==> config.mk <==
export PLATFORM = sky130hd
export DESIGN_NAME = updn_counter_ctl
export DESIGN_NICKNAME = d
export VERILOG_FILES = /design/src/rtl/updn_counter_ctl.sv
export SDC_FILE = /design/constraint.sdc
export NUM_CORES = 1
export LEC_CHECK = 0
export CORE_UTILIZATION = 25
export DETAILED_ROUTE_END_ITERATION = 12
export PLACE_DENSITY = 0.56
export SYNTH_ARGS = -nofsm -noshare
export SYNTH_HDL_FRONTEND = slang
export SYNTH_SLANG_ARGS = --single-unit
==> constraint.sdc <==
create_clock -name clk -period 5.9 [get_ports clk]
set_input_delay 1.77 -clock clk [delete_from_list [all_inputs] [get_ports clk]]
set_output_delay 1.77 -clock clk [all_outputs]
set_load 0.1 [all_outputs]
==> src/rtl/updn_counter_ctl.sv <==
// updn_counter_ctl: parametrised up/down counter controller with
// programmable limit, synchronous load, halt/wrap/saturate boundary modes.
//
// Ports:
//   clk        - rising-edge clock
//   rst_n      - asynchronous active-low reset
//   act        - count enable
//   up_dwn_n   - direction, 1 = up, 0 = down
//   mode       - boundary mode: 00 halt, 01 wrap, 10 saturate, 11 halt
//   limit      - upper terminal value (lower terminal is always 0)
//   load       - synchronous load request
//   load_val   - value applied on load, clipped to limit
//   clr_fault  - clears sticky flags, leaves FAULT
//   count      - registered counter value
//   ovflw      - sticky up-boundary flag
//   unflw      - sticky down-boundary flag
//   tc         - one-cycle pulse per wrap event
//   fault      - high while in FAULT

module updn_counter_ctl #(
    parameter int COUNTER_WIDTH = 8
) (
    input  logic                     clk,
    input  logic                     rst_n,
    input  logic                     act,
    input  logic                     up_dwn_n,
    input  logic [1:0]               mode,
    input  logic [COUNTER_WIDTH-1:0] limit,
    input  logic                     load,
    input  logic [COUNTER_WIDTH-1:0] load_val,
    input  logic                     clr_fault,
    output logic [COUNTER_WIDTH-1:0] count,
    output logic                     ovflw,
    output logic                     unflw,
    output logic                     tc,
    output logic                     fault
);

    localparam logic [3:0] S_IDLE  = 4'b0001;
    localparam logic [3:0] S_CNTUP = 4'b0010;
    localparam logic [3:0] S_CNTDN = 4'b0100;
    localparam logic [3:0] S_FAULT = 4'b1000;

    localparam logic [1:0] M_HALT = 2'b00;
    localparam logic [1:0] M_WRAP = 2'b01;
    localparam logic [1:0] M_SAT  = 2'b10;
    localparam logic [1:0] M_RSVD = 2'b11;

    logic [3:0]               state;
    logic [3:0]               state_nx;
    logic [COUNTER_WIDTH-1:0] count_nx;
    logic [COUNTER_WIDTH-1:0] load_clip;
    logic                     ovflw_nx;
    logic                     unflw_nx;
    logic                     tc_nx;

    logic st_idle;
    logic st_up;
    logic st_dn;
    logic st_flt;
    logic st_run;
    logic mode_wrap;
    logic mode_sat;
    logic mode_halt;
    logic up_evt;
    logic dn_evt;
    logic halt_evt;
    logic ld_go;

    // Exact-match decode: any illegal encoding matches none of these.
    assign st_idle = (state == S_IDLE);
    assign st_up   = (state == S_CNTUP);
    assign st_dn   = (state == S_CNTDN);
    assign st_flt  = (state == S_FAULT);
    assign st_run  = st_idle | st_up | st_dn;

    assign mode_wrap = (mode == M_WRAP);
    assign mode_sat  = (mode == M_SAT);
    assign mode_halt = (mode == M_HALT) | (mode == M_RSVD);

    // >= so a limit lowered below count mid-run still hits the boundary.
    assign up_evt   = st_up & (count >= limit);
    assign dn_evt   = st_dn & (count == '0);
    assign halt_evt = (up_evt | dn_evt) & mode_halt;

    // Load is honoured only in a legal non-FAULT state.
    assign ld_go     = load & st_run;
    assign load_clip = (load_val > limit) ? limit : load_val;

    always_comb begin
        state_nx = S_IDLE;
        unique case (1'b1)
            st_flt: begin
                state_nx = clr_fault ? S_IDLE : S_FAULT;
            end
            st_idle, st_up, st_dn: begin
                if (load)
                    state_nx = S_IDLE;
                else if (halt_evt)
                    state_nx = S_FAULT;
                else if (!act)
                    state_nx = S_IDLE;
                else if (up_dwn_n)
                    state_nx = S_CNTUP;
                else
                    state_nx = S_CNTDN;
            end
            default: begin
                state_nx = S_IDLE;
            end
        endcase
    end

    // Halt mode holds count at the boundary; saturate at 0 is also a hold.
    always_comb begin
        count_nx = count;
        if (ld_go) begin
            count_nx = load_clip;
        end else if (up_evt) begin
            if (mode_wrap)
                count_nx = '0;
            else if (mode_sat)
                count_nx = limit;
        end else if (st_up) begin
            count_nx = count + 1'b1;
        end else if (dn_evt) begin
            if (mode_wrap)
                count_nx = limit;
        end else if (st_dn) begin
            count_nx = count - 1'b1;
        end
    end

    // Clear first, then set: a boundary event beats clr_fault in the
    // same cycle, while load suppresses the event altogether.
    always_comb begin
        ovflw_nx = ovflw;
        unflw_nx = unflw;
        if (clr_fault) begin
            ovflw_nx = 1'b0;
            unflw_nx = 1'b0;
        end
        if (ld_go) begin
            ovflw_nx = 1'b0;
            unflw_nx = 1'b0;
        end else begin
            if (up_evt)
                ovflw_nx = 1'b1;
            if (dn_evt)
                unflw_nx = 1'b1;
        end
    end

    assign tc_nx = ~ld_go & (up_evt | dn_evt) & mode_wrap;

    always_ff @(posedge clk or negedge rst_n) begin
        if (!rst_n) begin
            state <= S_IDLE;
            count <= '0;
            ovflw <= 1'b0;
            unflw <= 1'b0;
            tc    <= 1'b0;
            fault <= 1'b0;
        end else begin
            state <= state_nx;
            count <= count_nx;
            ovflw <= ovflw_nx;
            unflw <= unflw_nx;
            tc    <= tc_nx;
            fault <= (state_nx == S_FAULT);
        end
    end

endmodule
---- After elaboration in Yosys (flattened, before gate mapping) ----
Cells that the tools add are included.
cells by class
  multiply operators ...................... 0
  magnitude comparators ................... 2
  eq/ne operators ......................... 10
  $add $sub $neg .......................... 2
  shift-type cells ........................ 0
  divide/modulo/power cells ............... 0
  bitwise gates (word level) .............. 11
  reductions and logical operators ........ 7
  mux-type cells .......................... 20
operators by type and width
  operator               count
  $mux W8                9
  $mux W4                3
  $add A8 B1 Y8 const B  1
  $eq A4 B4 Y1 const B   2
  $ge A8 B8 Y1           1
  $gt A8 B8 Y1           1
  $logic_not A8 Y1       1
  $pmux W4 S2            1
  $sub A8 B1 Y8 const B  1
  $and A1 B1 Y1          6
  $mux W3                2
  $reduce_bool A3 Y1     2
  $mux W1                5
  $ne A5 B4 Y1 const B   1
  $reduce_bool A5 Y1     1
  $eq A2 B2 Y1 const B   2
  $eq A4 B1 Y1 const B   1
  $eq A4 B2 Y1 const B   1
  $eq A4 B3 Y1 const B   1
  $ne A4 B3 Y1 const B   1
  $or A1 B1 Y1           4
  $reduce_and A3 Y1      1
  $reduce_or A3 Y1       1
  $eq A2 B1 Y1 const B   1
  2 further kinds        2
storage, ports and cells
  bits in registers ....................... 16
  bits in read-only memories .............. 0
  latch bits .............................. 0
  input bits .............................. 24
  output and inout bits ................... 12
  bits in writable memories ............... 0
  logic and storage cells ................. 58
  memories ................................ 0

---- Longest topological paths before layout ----
  word-level depth ........................ 8
  depth in mapped cells ................... 11
  mapped depth without buffers ............ 9

---- Worst setup path before layout ----
No wires, ideal clock.
  path type ............................... input to register
  start ................................... input limit[5]
  end ..................................... register count[3]
  library setup time ...................... 138 ps
  data required time ...................... 5762 ps
  setup slack ............................. 2282 ps
  arrival ................................. 3480 ps
  path buffers ............................ 1
  stages on the path ...................... 10
  cell sequence ........................... inv_1 -> ha_1 -> a211o_1 -> a21oi_1 -> nand3_1 -> and2_1 -> clkbuf_1 -> a211oi_1 -> or3_1 -> o311ai_1
between the ends
  word-level cells in the longest chain between the ends .. 4
  elaborated cells on any way between the ends .. 10
  classes of those cells .................. order compare (2); eq/ne (2); mux (3); bitwise (1); reduce/logical (2)
ends and longest elaborated chain
  element                                                        RTL line  text
  start: declaration                                             28        input logic [COUNTER_WIDTH-1:0] limit,
  $ge A8 B8 Y1                                                   82        assign up_evt = st_up & (count >= limit);
  $and A1 B1 Y1                                                  82
  $ne A5 B4 Y1 (no line), or another cell as far along           --
  $reduce_and A3 Y1 (no line) / $mux W8 (equally long branches)  --
  end signal: assignment                                         166       count <= count_nx;
  end: declaration                                               32        output logic [COUNTER_WIDTH-1:0] count,
Parallel ways exist; a longest one is shown, timed or not.
A chain may end at the register's enable or synchronous reset.

---- Worst setup path in the final report ----
Ends and elaborated chain as after synthesis.

==> results.txt <==
----------------------------------------------------
[Setup path]
  Endpoint required time on the critical path ... just over 6 ns
  Highest net fanout along the worst path ... 9
  Startpoint class of the critical path ... input pin
  Classification of the worst setup path ... input pin to register
  Data arrival time of the worst path ... 4.32 ns
  Endpoint kind of the worst setup timing path ... register
  Setup slack of the worst register-to-register path ... 3.30 ns

[Floorplanning]
  Width of the die ... 85.0 um
  Standard-cell row count ... 29
  Die Outline Area ... around 7200 um2
  Core Region ... about 6500 um2
  Top-Level Pins ... 36
  Initial core utilization ... 0.265
  Die Height ... 85.0 um

[Detailed routing]
  Number of antenna-violating nets in the routed design ... 0
  Post-DR vias/cell ... about 5.5
  Routed wire length per instance ... between 15 and 20 um
  Drt pass-1 iters ... 4
  Initial drt markers ... 167
  Vias ... 1737
  DRC violation count after routing ... 0
  Routed wire length ... 5160 um

[Final layout]
  Layout fillers ... 678
  Final design area excluding fillers ... between 2000 and 2500 um2
  Final #Nets ... ~280
  Antenna diode instance count ... 0
  Area occupied by multi-input gates ... between 1000 and 1500 um2
  Ratio of cells with drive above 1 in the final layout ... 0.0630
  Area taken by flip-flops and latches ... 402 um2
  Area growth, synth to finish ... 26.5%
  Highest-count cells in the layout ignoring fill and taps ... sky130_fd_sc_hd__clkdlybuf4s50_1, sky130_fd_sc_hd__nand2_1, sky130_fd_sc_hd__ha_1, sky130_fd_sc_hd__inv_1, sky130_fd_sc_hd__dfrtp_1
  Most common library cell in the layout ignoring fill and taps ... sky130_fd_sc_hd__clkdlybuf4s50_1

[GRT]
  GRT Residual Overflow ... 0
  Initial antenna violation count ... 0
  Gr usage total ... 0.148
  Via count of the first global-routing pass ... 1631
  First-pass GRT wire length ... 8380 um
  Largest net degree at the start of global routing ... 17

[Yosys]
  Largest family of logic cells by synthesized area ... compound AO/OA/AOI/OAI gates
  Synth cell types ... 55
  Synthesis warning total ... 0
  Simple-gate area share of the yosys netlist ... 0.252
  Proportion of synthesized area in mux cells ... 0.0291
  Adder-Cell Fraction of Synth Area ... 0.138
  Post-Synth XOR/XNOR Area ... 0.0203
  Top FF cell, synth ... sky130_fd_sc_hd__dfrtp_1
  Netlist Area Pre-Place ... roughly 1700 um2
  Number of enable-type register cells in the synthesized netlist ... 0
  Synthesized-area fraction occupied by ao, oa, aoi and oai cells ... 0.265
  Post-synth ARST share ... 1.00
  Synthesis-stage register bit count ... 16
  Syn avg cell area ... 8.28 um2
  Part of the Yosys area used for sequential elements ... 0.233
  Cell count after synthesis ... 208
  Number of nets produced by synthesis ... approximately 250

[Clocking]
  Post-cts gate resize count ... 0
  CTS clk-pin slew, worst paths ... ~0.07 ns
  Clock root buffer ... sky130_fd_sc_hd__clkbuf_8
  Maximum number of buffers from clock root to sink ... 2
  Count of hold-fix buffers inserted at cts ... 0
  Clock latency at the later pin of the worst-skew pair ... 0.26 ns
  H-tree levels ... 1
  Num CTS Buffers ... 3
  Setup fix buffers added after clock tree synthesis ... 0
  CTS tree ... built
  # clock sinks ... 16

[STA]
  Worst setup slack after layout ... ~1.7 ns
  Transition time of the tightest slew-check pin ... approximately 0.98 ns
  Number of hold violations in the final report ... 0
  Max Clock Freq ... 0.239 GHz
  Setup-violating endpoint count in the final report ... 0
  Shortest clock period the worst path allows after layout ... 4.19 ns
  Share of the clock period used by the worst path after layout ... 0.710
  Total Negative Setup Slacks ... 0 ns
  Max-slew violations ... 0
  Worst Clk Skew ... roughly 0.0067 ns
  Max_slew headroom ... 0.346
  RSZ-0062 raised after global routing ... false

[Power]
  Maximum VDD drop ... about 0.15 mV
  Leak pwr ... 0.929 nW
  Power density cells ... 305 nW/um2
  PnR Total Power ... about 0.66 mW

[Status]
  Outcome ... complete, no violations

[Place]
  Port-buffer cells ... 35
  Total cell area at the placement stage ... between 2000 and 2500 um2
  Final weighted congestion in routability-driven placement ... slightly above 0.8
  Worst Setup Slack post-DPL ... 1.47 ns
  DP HPWL ... 4020 um

[Flow run]
  Max-capacitance violation count ... 0

[Hold path]
  Tightest Hold Check Type ... register to register

----------------------------------------------------
-- kinds of logic (layout without fill, tap and decap cells) --
kind of cell	count (synthesis)	after routing
buffers and inverters	25	55
AOI/OAI and AO/OA	63	63
adders and majority gates	19	19
and+or+nand+nor	76	76
muxes	5	5
xor gates and xnor gates	4	4
DFF	16	16
-- report_power, final --
part           total (mW)  switching (mW)  internal [mW]
logic               0.380           0.250          0.131
clock network       0.104          0.0444         0.0595
registers           0.180          0.0529          0.127
-- worst max-delay path, cell delays in order --
cell,delay [ns]
sky130_fd_sc_hd__clkdlybuf4s50_1,0.53
sky130_fd_sc_hd__inv_1,0.08
sky130_fd_sc_hd__ha_1,0.31
sky130_fd_sc_hd__a211o_1,0.26
sky130_fd_sc_hd__a21oi_1,0.23
sky130_fd_sc_hd__nand3_1,0.19
sky130_fd_sc_hd__and2_1,0.36
sky130_fd_sc_hd__a211oi_1,0.35
sky130_fd_sc_hd__or3_1,0.16
sky130_fd_sc_hd__o311ai_1,0.08
-- worst paths after layout --
kind                                      start                   end  cells after the start
setup / recovery                       limit[5]  count[3]$_DFFE_PN0P_                     10
hold / removal                unflw$_DFFE_PN0P_     unflw$_DFFE_PN0P_                      2
setup reg to reg           count[4]$_DFFE_PN0P_  count[3]$_DFFE_PN0P_                      8
hold reg to reg               unflw$_DFFE_PN0P_     unflw$_DFFE_PN0P_                      2
max in group asynchronous                 rst_n       fault$_DFF_PN0_                      1
min in group asynchronous                 rst_n  count[7]$_DFFE_PN0P_                      1
-- cell type report --
class                      instances  area share
multi-input combinational        167       0.557
tap                               77      0.0443
sequential                        16       0.184
inverter                          16      0.0276
clock buffer                       4      0.0253
timing repair buffer              35       0.161
-- state kept, by name (all words and copies together) (netlist names) --
signal / flops
count: 8
unflw: 1
state: 4
ovflw: 1
fault: 1
tc: 1
-- per-stage QoR --
| step | instances | hold WS (ns) | utilization |
|---|---|---|---|
| final | 315 | 0.545 | 0.335 |
| after global routing | 315 | 0.576 | 0.335 |
| after CTS | 315 | 0.547 | 0.335 |
| after detailed placement | 311 | 0.536 | 0.327 |
| after global placement | 311 | 0.538 | 0.327 |
| after floorplan | 208 | 0.612 | - |
-- metal layers --
metal / up-vias / global-route usage / wire [um]
li1: 846 / - / -
met1: 838 / 0.206 / 2510
met2: 48 / 0.238 / 2340
met3: 5 / 0.0195 / 245
met4: 0 / 0.0478 / 66
met5: - / 0 / 0
-- cells in the mapped netlist (3+ instances only) --
cell | instances | area (um2)
sky130_fd_sc_hd__nand4_1 | 7 | 43.8
sky130_fd_sc_hd__nor3_1 | 3 | 15.0
sky130_fd_sc_hd__mux2i_1 | 5 | 50.1
sky130_fd_sc_hd__a21oi_1 | 13 | 65.1
sky130_fd_sc_hd__o31ai_1 | 4 | 30.0
sky130_fd_sc_hd__o21ai_0 | 11 | 55.1
sky130_fd_sc_hd__inv_1 | 16 | 60.1
sky130_fd_sc_hd__and3_1 | 6 | 37.5
sky130_fd_sc_hd__o221ai_1 | 4 | 35.0
sky130_fd_sc_hd__nand3_1 | 10 | 50.1
sky130_fd_sc_hd__clkbuf_1 | 6 | 22.5
sky130_fd_sc_hd__a21o_1 | 3 | 22.5
sky130_fd_sc_hd__nor2_1 | 10 | 37.5
sky130_fd_sc_hd__nand2_1 | 21 | 78.8
sky130_fd_sc_hd__dfrtp_1 | 15 | 375
sky130_fd_sc_hd__a221oi_1 | 3 | 26.3
sky130_fd_sc_hd__ha_1 | 19 | 238
sky130_fd_sc_hd__a22oi_1 | 3 | 22.5
sky130_fd_sc_hd__nor4_1 | 3 | 18.8
Note: power is estimated with default switching activity, not from simulation.
